$ cat src/rtl/wb_stream_reader_pkg.sv
`default_nettype none
// ============================================================================
// Module      : wb_stream_reader_pkg
// Description : Shared definitions for the Wishbone block-read streamer.
//               Holds the controller state encoding and the bus byte-select
//               constant.
// Revision    : 1.0 - initial release
// ============================================================================
package wb_stream_reader_pkg;

    // Controller states: wait for a start, issue word reads, signal completion.
    typedef enum logic [1:0] {
        IDLE = 2'd0,
        REQ  = 2'd1,
        DONE = 2'd2
    } state_t;

    // Every access is a full 32-bit word read.
    localparam logic [3:0] WB_SEL_ALL = 4'hF;

endpackage
`default_nettype wire

$ cat src/rtl/wb_stream_reader_stream_fifo.sv
`default_nettype none
// ============================================================================
// Module      : stream_fifo
// Description : Synchronous first-word-fall-through FIFO. dout always shows
//               the oldest entry while empty is low.
// Ports       : clk, rst   - clock, synchronous active-high reset
//               flush      - discard all contents (dominates push/pop)
//               push, din  - write din when not full (or when popping)
//               pop        - drop the head entry when not empty
//               dout       - head entry
//               empty/full - occupancy flags
// Revision    : 1.0 - initial release
// ============================================================================
module stream_fifo #(
    parameter int WIDTH      = 32,
    parameter int DEPTH_LOG2 = 3
) (
    input  logic             clk,
    input  logic             rst,
    input  logic             flush,
    input  logic             push,
    input  logic             pop,
    input  logic [WIDTH-1:0] din,
    output logic [WIDTH-1:0] dout,
    output logic             empty,
    output logic             full
);

    localparam int DEPTH = 2 ** DEPTH_LOG2;

    logic [WIDTH-1:0]    r_mem [DEPTH];
    // Pointers carry one extra wrap bit so full and empty are distinguishable.
    logic [DEPTH_LOG2:0] r_wr_ptr;
    logic [DEPTH_LOG2:0] r_rd_ptr;
    logic                w_do_push;
    logic                w_do_pop;

    assign empty = (r_wr_ptr == r_rd_ptr);
    assign full  = (r_wr_ptr[DEPTH_LOG2] != r_rd_ptr[DEPTH_LOG2]) &&
                   (r_wr_ptr[DEPTH_LOG2-1:0] == r_rd_ptr[DEPTH_LOG2-1:0]);

    assign w_do_pop  = pop && !empty;
    // A pop in the same cycle frees the slot the push lands in.
    assign w_do_push = push && (!full || w_do_pop);

    assign dout = r_mem[r_rd_ptr[DEPTH_LOG2-1:0]];

    always_ff @(posedge clk) begin
        if (rst || flush) begin
            r_wr_ptr <= '0;
            r_rd_ptr <= '0;
        end else begin
            if (w_do_push) r_wr_ptr <= r_wr_ptr + (DEPTH_LOG2 + 1)'(1);
            if (w_do_pop)  r_rd_ptr <= r_rd_ptr + (DEPTH_LOG2 + 1)'(1);
        end
    end

    // Storage needs no reset; the pointers define what is valid.
    always_ff @(posedge clk) begin
        if (w_do_push) r_mem[r_wr_ptr[DEPTH_LOG2-1:0]] <= din;
    end

endmodule
`default_nettype wire

$ cat src/rtl/wb_stream_reader.sv
`default_nettype none
// ============================================================================
// Module      : wb_stream_reader
// Description : Wishbone classic-cycle master that reads a block of 32-bit
//               words and delivers them on a valid/ready stream through an
//               internal FWFT FIFO.
// Ports       : clk, reset                  - clock, sync active-high reset
//               start, base_adr, length     - transfer request (when idle)
//               abort                       - cancel and flush
//               busy, done, error           - transfer status
//               wb_*                        - Wishbone master interface
//               out_data/out_valid/out_ready- output stream
// Revision    : 1.0 - initial release
// ============================================================================
module wb_stream_reader
    import wb_stream_reader_pkg::*;
#(
    parameter int FIFO_DEPTH_LOG2 = 3,
    parameter int LEN_WIDTH       = 16
) (
    input  logic                 clk,
    input  logic                 reset,
    input  logic                 start,
    input  logic [31:0]          base_adr,
    input  logic [LEN_WIDTH-1:0] length,
    input  logic                 abort,
    output logic                 busy,
    output logic                 done,
    output logic                 error,
    output logic [31:0]          wb_adr_o,
    input  logic [31:0]          wb_dat_i,
    output logic [3:0]           wb_sel_o,
    output logic                 wb_we_o,
    output logic                 wb_cyc_o,
    output logic                 wb_stb_o,
    input  logic                 wb_ack_i,
    input  logic                 wb_err_i,
    input  logic                 wb_rty_i,
    output logic [31:0]          out_data,
    output logic                 out_valid,
    input  logic                 out_ready
);

    state_t               r_state;
    state_t               w_state_next;
    logic [31:0]          r_adr;
    logic [31:0]          w_adr_next;
    logic [LEN_WIDTH-1:0] r_remaining;
    logic [LEN_WIDTH-1:0] w_remaining_next;
    logic                 r_cyc;
    logic                 w_cyc_next;
    logic                 r_error;
    logic                 w_error_next;
    logic                 w_push;
    logic                 w_pop;
    logic                 w_flush;
    logic                 w_empty;
    logic                 w_full;

    always_ff @(posedge clk) begin
        if (reset) begin
            r_state     <= IDLE;
            r_adr       <= '0;
            r_remaining <= '0;
            r_cyc       <= 1'b0;
            r_error     <= 1'b0;
        end else begin
            r_state     <= w_state_next;
            r_adr       <= w_adr_next;
            r_remaining <= w_remaining_next;
            r_cyc       <= w_cyc_next;
            r_error     <= w_error_next;
        end
    end

    always_comb begin
        w_state_next     = r_state;
        w_adr_next       = r_adr;
        w_remaining_next = r_remaining;
        w_cyc_next       = r_cyc;
        w_error_next     = r_error;
        w_push           = 1'b0;
        w_flush          = 1'b0;

        case (r_state)
            IDLE: begin
                if (start) begin
                    w_adr_next       = base_adr & ~32'h3;
                    w_remaining_next = length;
                    w_error_next     = 1'b0;
                    w_state_next     = (length == '0) ? DONE : REQ;
                end
            end

            REQ: begin
                if (abort) begin
                    // Any termination arriving with the abort is dropped.
                    w_cyc_next   = 1'b0;
                    w_flush      = 1'b1;
                    w_state_next = IDLE;
                end else if (r_cyc) begin
                    if (wb_err_i) begin
                        // Error takes priority over a simultaneous ack.
                        w_cyc_next   = 1'b0;
                        w_error_next = 1'b1;
                        w_state_next = DONE;
                    end else if (wb_ack_i) begin
                        w_push           = 1'b1;
                        w_adr_next       = r_adr + 32'd4;
                        w_remaining_next = r_remaining - LEN_WIDTH'(1);
                        w_cyc_next       = 1'b0;
                        if (r_remaining == LEN_WIDTH'(1)) w_state_next = DONE;
                    end else if (wb_rty_i) begin
                        // Same address is reissued after the idle cycle.
                        w_cyc_next = 1'b0;
                    end
                end else if (!w_full) begin
                    // Only start an access when its data is sure to fit; the
                    // idle cycle after each termination falls out of this.
                    w_cyc_next = 1'b1;
                end
            end

            DONE: begin
                w_state_next = IDLE;
                if (abort) w_flush = 1'b1;
            end

            default: w_state_next = IDLE;
        endcase
    end

    assign w_pop = !w_empty && out_ready;

    stream_fifo #(
        .WIDTH      (32),
        .DEPTH_LOG2 (FIFO_DEPTH_LOG2)
    ) u_fifo (
        .clk   (clk),
        .rst   (reset),
        .flush (w_flush),
        .push  (w_push),
        .pop   (w_pop),
        .din   (wb_dat_i),
        .dout  (out_data),
        .empty (w_empty),
        .full  (w_full)
    );

    assign busy      = (r_state == REQ);
    assign done      = (r_state == DONE);
    assign error     = r_error;
    assign wb_adr_o  = r_adr;
    assign wb_sel_o  = WB_SEL_ALL;
    assign wb_we_o   = 1'b0;
    assign wb_cyc_o  = r_cyc;
    assign wb_stb_o  = r_cyc;
    assign out_valid = !w_empty;

endmodule
`default_nettype wire

$ cat config.mk
export PLATFORM = sky130hd
export DESIGN_NAME = wb_stream_reader
export DESIGN_NICKNAME = d
export VERILOG_FILES = /design/src/rtl/wb_stream_reader_pkg.sv /design/src/rtl/wb_stream_reader_stream_fifo.sv /design/src/rtl/wb_stream_reader.sv
export SDC_FILE = /design/constraint.sdc
export NUM_CORES = 1
export LEC_CHECK = 0
export CAP_MARGIN = 10
export CORE_ASPECT_RATIO = 1.25
export CORE_MARGIN = 8
export CORE_UTILIZATION = 45
export CTS_CLUSTER_SIZE = 20
export DETAILED_ROUTE_END_ITERATION = 8
export PLACE_DENSITY = 0.67
export SKIP_LAST_GASP = 1
export SLEW_MARGIN = 10
export SYNTH_ARGS = -nofsm -noshare
export SYNTH_HDL_FRONTEND = slang
export SYNTH_SLANG_ARGS = --single-unit
$ cat constraint.sdc
create_clock -name clk -period 6.3 [get_ports clk]
set_clock_uncertainty 0.15 [all_clocks]
set_input_delay 0.63 -clock clk [delete_from_list [all_inputs] [get_ports clk]]
set_output_delay 0.63 -clock clk [all_outputs]
set_load 0.02 [all_outputs]
== Yosys cells after proc, flatten, opt, wreduce, memory -nomap -nowiden ==
Memories as Yosys holds them, arrays and structs flattened. A register that Yosys moved wholly into a read port is not among the register bits.
Cells that the tools add are included.

* Register bits after elaboration: 60
* Memory bits (writable): 256
* Input port bits: 88
* Output and inout bits: 75
* Word-level logic and storage cells: 84
* Memories: 1

{| class="wikitable"
|+ Memory list
! name !! depth !! width !! read ports !! clocked after Yosys merged registers in !! wr ports !! line !! RTL
|-
| u_fifo.r_mem || 8 || 32 || 1 || 1 || 1 || wb_stream_reader_stream_fifo.sv:31 || <nowiki>logic [WIDTH-1:0] r_mem [DEPTH];</nowiki>
|}

* Add/sub/neg operators: 4
* Equality and inequality tests: 15
* Mux-type cells: 42
* Reduce and logical (&&, ||, !) cells: 15

{| class="wikitable"
|+ Operators by type and width
! cell !! number
|-
| 32-bit 2-to-1 mux || 5
|-
| 16-bit 2-to-1 mux || 5
|-
| 32-bit case mux with 2 select lines || 1
|-
| 32-bit by 3-bit adder with 32-bit output, second input constant || 1
|-
| 16-bit case mux with 2 select lines || 1
|-
| 1-bit 2-to-1 mux || 19
|-
| 16-bit by 1-bit == test with 1-bit output, second input constant || 1
|-
| 16-bit logical NOT || 1
|-
| 16-bit by 1-bit subtractor with 16-bit output, second input constant || 1
|-
| 2-bit 2-to-1 mux || 7
|-
| 4-bit by 1-bit adder with 4-bit output, second input constant || 2
|-
| 4-bit by 2-bit != test with 1-bit output, second input constant || 2
|-
| 3-bit 2-to-1 mux || 2
|-
| 2-bit by 1-bit != test with 1-bit output, second input constant || 3
|-
| 2-bit != test, second input constant || 3
|-
| 6-bit AND reduction || 1
|-
| 5-bit AND reduction || 1
|-
| 4-bit == test || 1
|-
| 1-bit logical AND || 4
|-
| 2-bit case mux with 2 select lines || 1
|-
| 4-bit AND reduction || 1
|-
| 3-bit == test || 1
|-
| 3-bit by 2-bit != test with 1-bit output, second input constant || 1
|-
| 2-bit by 1-bit == test with 1-bit output, second input constant || 1
|-
| 8 further kinds || 10
|}

== Depth between registers and ports, before layout ==
* Word-level depth: 8
* Mapped depth: 9
* Depth with buffers taken out: 7

== By module ==
A second synthesis with hierarchy kept.

* Cell total of the unflattened synthesis: 892
* Area, all modules: 13,648.1 µm²

{| class="wikitable"
|+ Modules (own cells, without submodules)
! module !! instances !! cells an instance !! area an instance (µm²)
|-
| stream_fifo || 1 || 445 || 10,267.3
|-
| wb_stream_reader || 1 || 447 || 3,380.7
|}

== Least setup slack after synthesis ==
Ideal clock, no wire load.

* Kind: reg2reg
* From: register r_state[1]
* To: memory u_fifo.r_mem[4][0], enable pin
* Arrival time: 4.105 ns
* Path slack: 1.578 ns
* Cell stages (with the launch flop): 9
* Buffers on the path: 1
* Cell sequence: dfxtp_1 inv_1 ha_1 clkbuf_1 nand2b_1 nor2_1 o21ai_0 or2_2 nor3b_1

* Word-level cells in the longest chain between the ends: 5

{| class="wikitable"
|+ Ends and longest elaborated chain
! element !! line !! RTL
|-
| from (decl) || wb_stream_reader.sv:44 || <nowiki>state_t r_state;</nowiki>
|-
| from (signal assigned) || wb_stream_reader.sv:68 || <nowiki>r_state <= w_state_next;</nowiki>
|-
| 2-bit by 1-bit == test with 1-bit output || -- ||
|-
| net busy || wb_stream_reader.sv:27 || <nowiki>output logic busy,</nowiki>
|-
| 1-bit 2-to-1 mux || wb_stream_reader.sv:85 || <nowiki>case (r_state)</nowiki>
|-
| 1-bit logical AND || wb_stream_reader_stream_fifo.sv:44 || <nowiki>assign w_do_push = push && (!full || w_do_pop);</nowiki>
|-
| 1-bit 2-to-1 mux || wb_stream_reader_stream_fifo.sv:60 || <nowiki>if (w_do_push) r_mem[r_wr_ptr[DEPTH_LOG2-1:0]] <= din;</nowiki>
|-
| 1-bit 2-to-1 mux (not written as such) || wb_stream_reader_stream_fifo.sv:60 ||
|-
| to (decl) || wb_stream_reader_stream_fifo.sv:31 ||
|}

The timed path passes the listed nets, and every way through them passes these cells.

==> summary.txt <==
IO Count: 163
multi-input logic area: 4270 um^2
Cell variety after synth: 67
Setup TNS: 0 ps
CTS tree: yes
status: finished, final reports clean
largest net degree at the start of global routing: 57
die width: 170 um
P per Cell Area: 337 nW/um^2
number of fillers in the final layout: 2368
Final HPWL DP: 18500 um
Cell Area, Placed: 15300 um^2
number of remaining DRC errors: 0
area leader, netlist: edfxtp_1
WL per Instance: 21.8 um
Worst setup EP type: output port
final design utilization: 0.560
hold buffer count at cts: 0
top cells by area, synth: edfxtp_1 (57%), mux4_2 (11%), dfxtp_1 (9.1%)
Sink Count: 317
Yosys reg bits: 317
Mapped Area: 13400 um^2
WP data arrival: 3400 ps
initial antenna violation count: 1
worst min path class: reg2reg
sequential-to-total area share from yosys stat: 0.666
layout cells sized above 1: 0.177
most common flop cell mapped by yosys: edfxtp_1
H-tree depth: 1
initial core utilization: 0.458
crit path cell chain: buf_4, mux4_2, mux2_2, clkdlybuf4s50_1
number of port buffers: 153
Synth top area share: 0.574
Peak supply drop: 217 uV
crit path max fanout: 49
grt total ovfl: 0
final wirelength: 31100 um
clk slew on worst S/H paths: 60 ps
final hold violations: 0
antenna cells: 0
fin area: 16400 um^2
count leader, synth: edfxtp_1
Post-DRT Antenna Nets: 0
Worst setup SP type: flop
Post-Syn Area per Cell: 15.6 um^2
CP peak stage delay: 990 ps
placer congestion estimate: 0.816
Initial DRC Count: 591
CP required: 5520 ps
area delta synth->final: 22.5%
via count: 8155
Core ar.: 29300 um^2
Total GRT Usage: 0.172
setup bufs post-CTS: 0
Resized cells post-CTS: 0
Post-synth EDFFs: 256
Cells after Synth: 857
number of global-route vias before repair: 8449
vias per inst: 5.72
First-pass DRT Iterations: 5
Hold WS: 350 ps
maximum clock frequency: 240 MHz
Setup WS pre-CTS: 2560 ps
Max Cap Violations: 0
Commonest cells post-synth: edfxtp_1 (256), mux4_2 (64), dfxtp_1 (61)
Die ar.: 35600 um^2
max-slew violations: 0
number of nets in the layout: 1102
PnR worst setup slack: 2120 ps
minimum clock period: 4180 ps
CTS buffer count: 31
Die H: 209 um
Slowest cell on crit path: dfxtp_4
Async SR Flop Fraction: 0
kind of critical path: reg2out
Leak: 5.16 nW
worst rel slew slack: 0.246
first-pass GRT wire length: 48200 um
row count: 70
Least-Margin Pin Slew: 1130 ps
YS warnings: 0
Clock Latency Late Sink: 550 ps
RSZ-0062 raised after global routing: no
Storage cell area: 8910 um^2
final setup fails: 0
Tcrit/Tclk final: 0.663
root buf cell: clkbuf_16
Clock Tree Buf Depth: 3
-- flip-flops by register name, summed over array words and instances (netlist names), named ones only --
signal and cells:
r_remaining 16, wb_cyc_o 1, u_fifo.r_wr_ptr 4, u_fifo.r_mem 256, r_state 2, u_fifo.r_rd_ptr 4
wb_adr_o 30, error 1
-- kinds of logic (layout without fill, tap and decap cells) --
family	after synthesis	count (layout)	synth area share
AND/OR/NAND/NOR	221	221	0.0886
flip-flops	317	317	0.666
multiplexers	109	109	0.144
buffers and inverters	63	231	0.0209
other	2	7	0.000561
adder cells (fa/ha/maj)	8	8	0.00748
XOR/XNOR	7	7	0.00458
AO/OA/AOI/OAI	130	130	0.0679
-- cell usage in the layout, fill, tap and decap left out, types with 4 or more instances in the layout --
master | Yosys | layout
a221oi_1 | 4 | 4
clkdlybuf4s50_1 | 0 | 152
conb_1 | 2 | 7
nand2b_1 | 6 | 6
bufinv_16 | 0 | 5
nand2_1 | 36 | 36
mux2i_1 | 12 | 12
nor4_1 | 9 | 9
nand3b_1 | 5 | 5
and4_1 | 5 | 5
nor3b_2 | 0 | 4
a2111oi_0 | 5 | 5
clkbuf_16 | 0 | 31
nand3_1 | 36 | 36
or3_1 | 4 | 4
a21o_1 | 6 | 6
or4_1 | 6 | 6
a211oi_1 | 7 | 7
nor2_1 | 48 | 46
nor2b_1 | 4 | 4
nand4_1 | 9 | 9
o21ai_0 | 16 | 16
mux2_2 | 33 | 33
a21oi_1 | 30 | 30
clkbuf_1 | 36 | 7
and3_1 | 11 | 11
dfxtp_1 | 61 | 59
and2_1 | 5 | 5
mux4_2 | 64 | 64
edfxtp_1 | 256 | 256
a31oi_1 | 8 | 8
clkinvlp_4 | 0 | 5
nor3_1 | 19 | 17
ha_1 | 8 | 8
a22oi_1 | 12 | 12
o311ai_0 | 5 | 5
xor2_1 | 6 | 6
o22ai_1 | 7 | 7
inv_1 | 5 | 5
buf_4 | 8 | 16
-- worst paths after layout --
kind                endpoint  slack [ps]             from  cells after the start
min          r_remaining[11]         350  r_remaining[11]                      2
max reg2reg     wb_adr_o[30]        2770       r_state[1]                      8
min reg2reg  r_remaining[11]         350  r_remaining[11]                      2
max             out_data[25]        2120             flop                      4
-- critical path, delay by kind of cell (launching register included) --
kind	cells	cell delay, ps
buf+inv	2	1020
flops	1	990
mux	2	840
-- layer usage --
layer | part of all wire | vias up | wire length [um] | track usage
met1 | 0.41 | 4094 | 12900 | 0.215
met3 | 0.069 | 42 | 2140 | 0.0396
met2 | 0.50 | 277 | 15500 | 0.294
li1 | - | 3740 | - | -
met5 | 0.00042 | - | 13 | 0
met4 | 0.019 | 2 | 595 | 0.0491
-- per-stage QoR --
| step | power, mW | cells |
|---|---|---|
| after detailed placement | 3.67 | 1369 |
| final | 5.53 | 1426 |
| after CTS | 5.57 | 1426 |
| after global routing | 5.75 | 1426 |
| after global placement | 3.65 | 1369 |
| after floorplan | 3.25 | 862 |
-- where the power goes --
part | internal [mW] | switching [mW]
Clock | 1.11 | 0.778
Combinational | 0.460 | 0.656
Sequential | 2.37 | 0.153
Total | 3.94 | 1.59
-- layout make-up --
type,instances,share of cell area
sequential,317,0.544
timing repair buffer,169,0.100
clock inverter,19,0.0148
inverter,5,0.00115
clock buffer,38,0.0489
tap,396,0.0302
multi-input combinational,482,0.261
No activity file was read; power rests on OpenSTA's default activity.
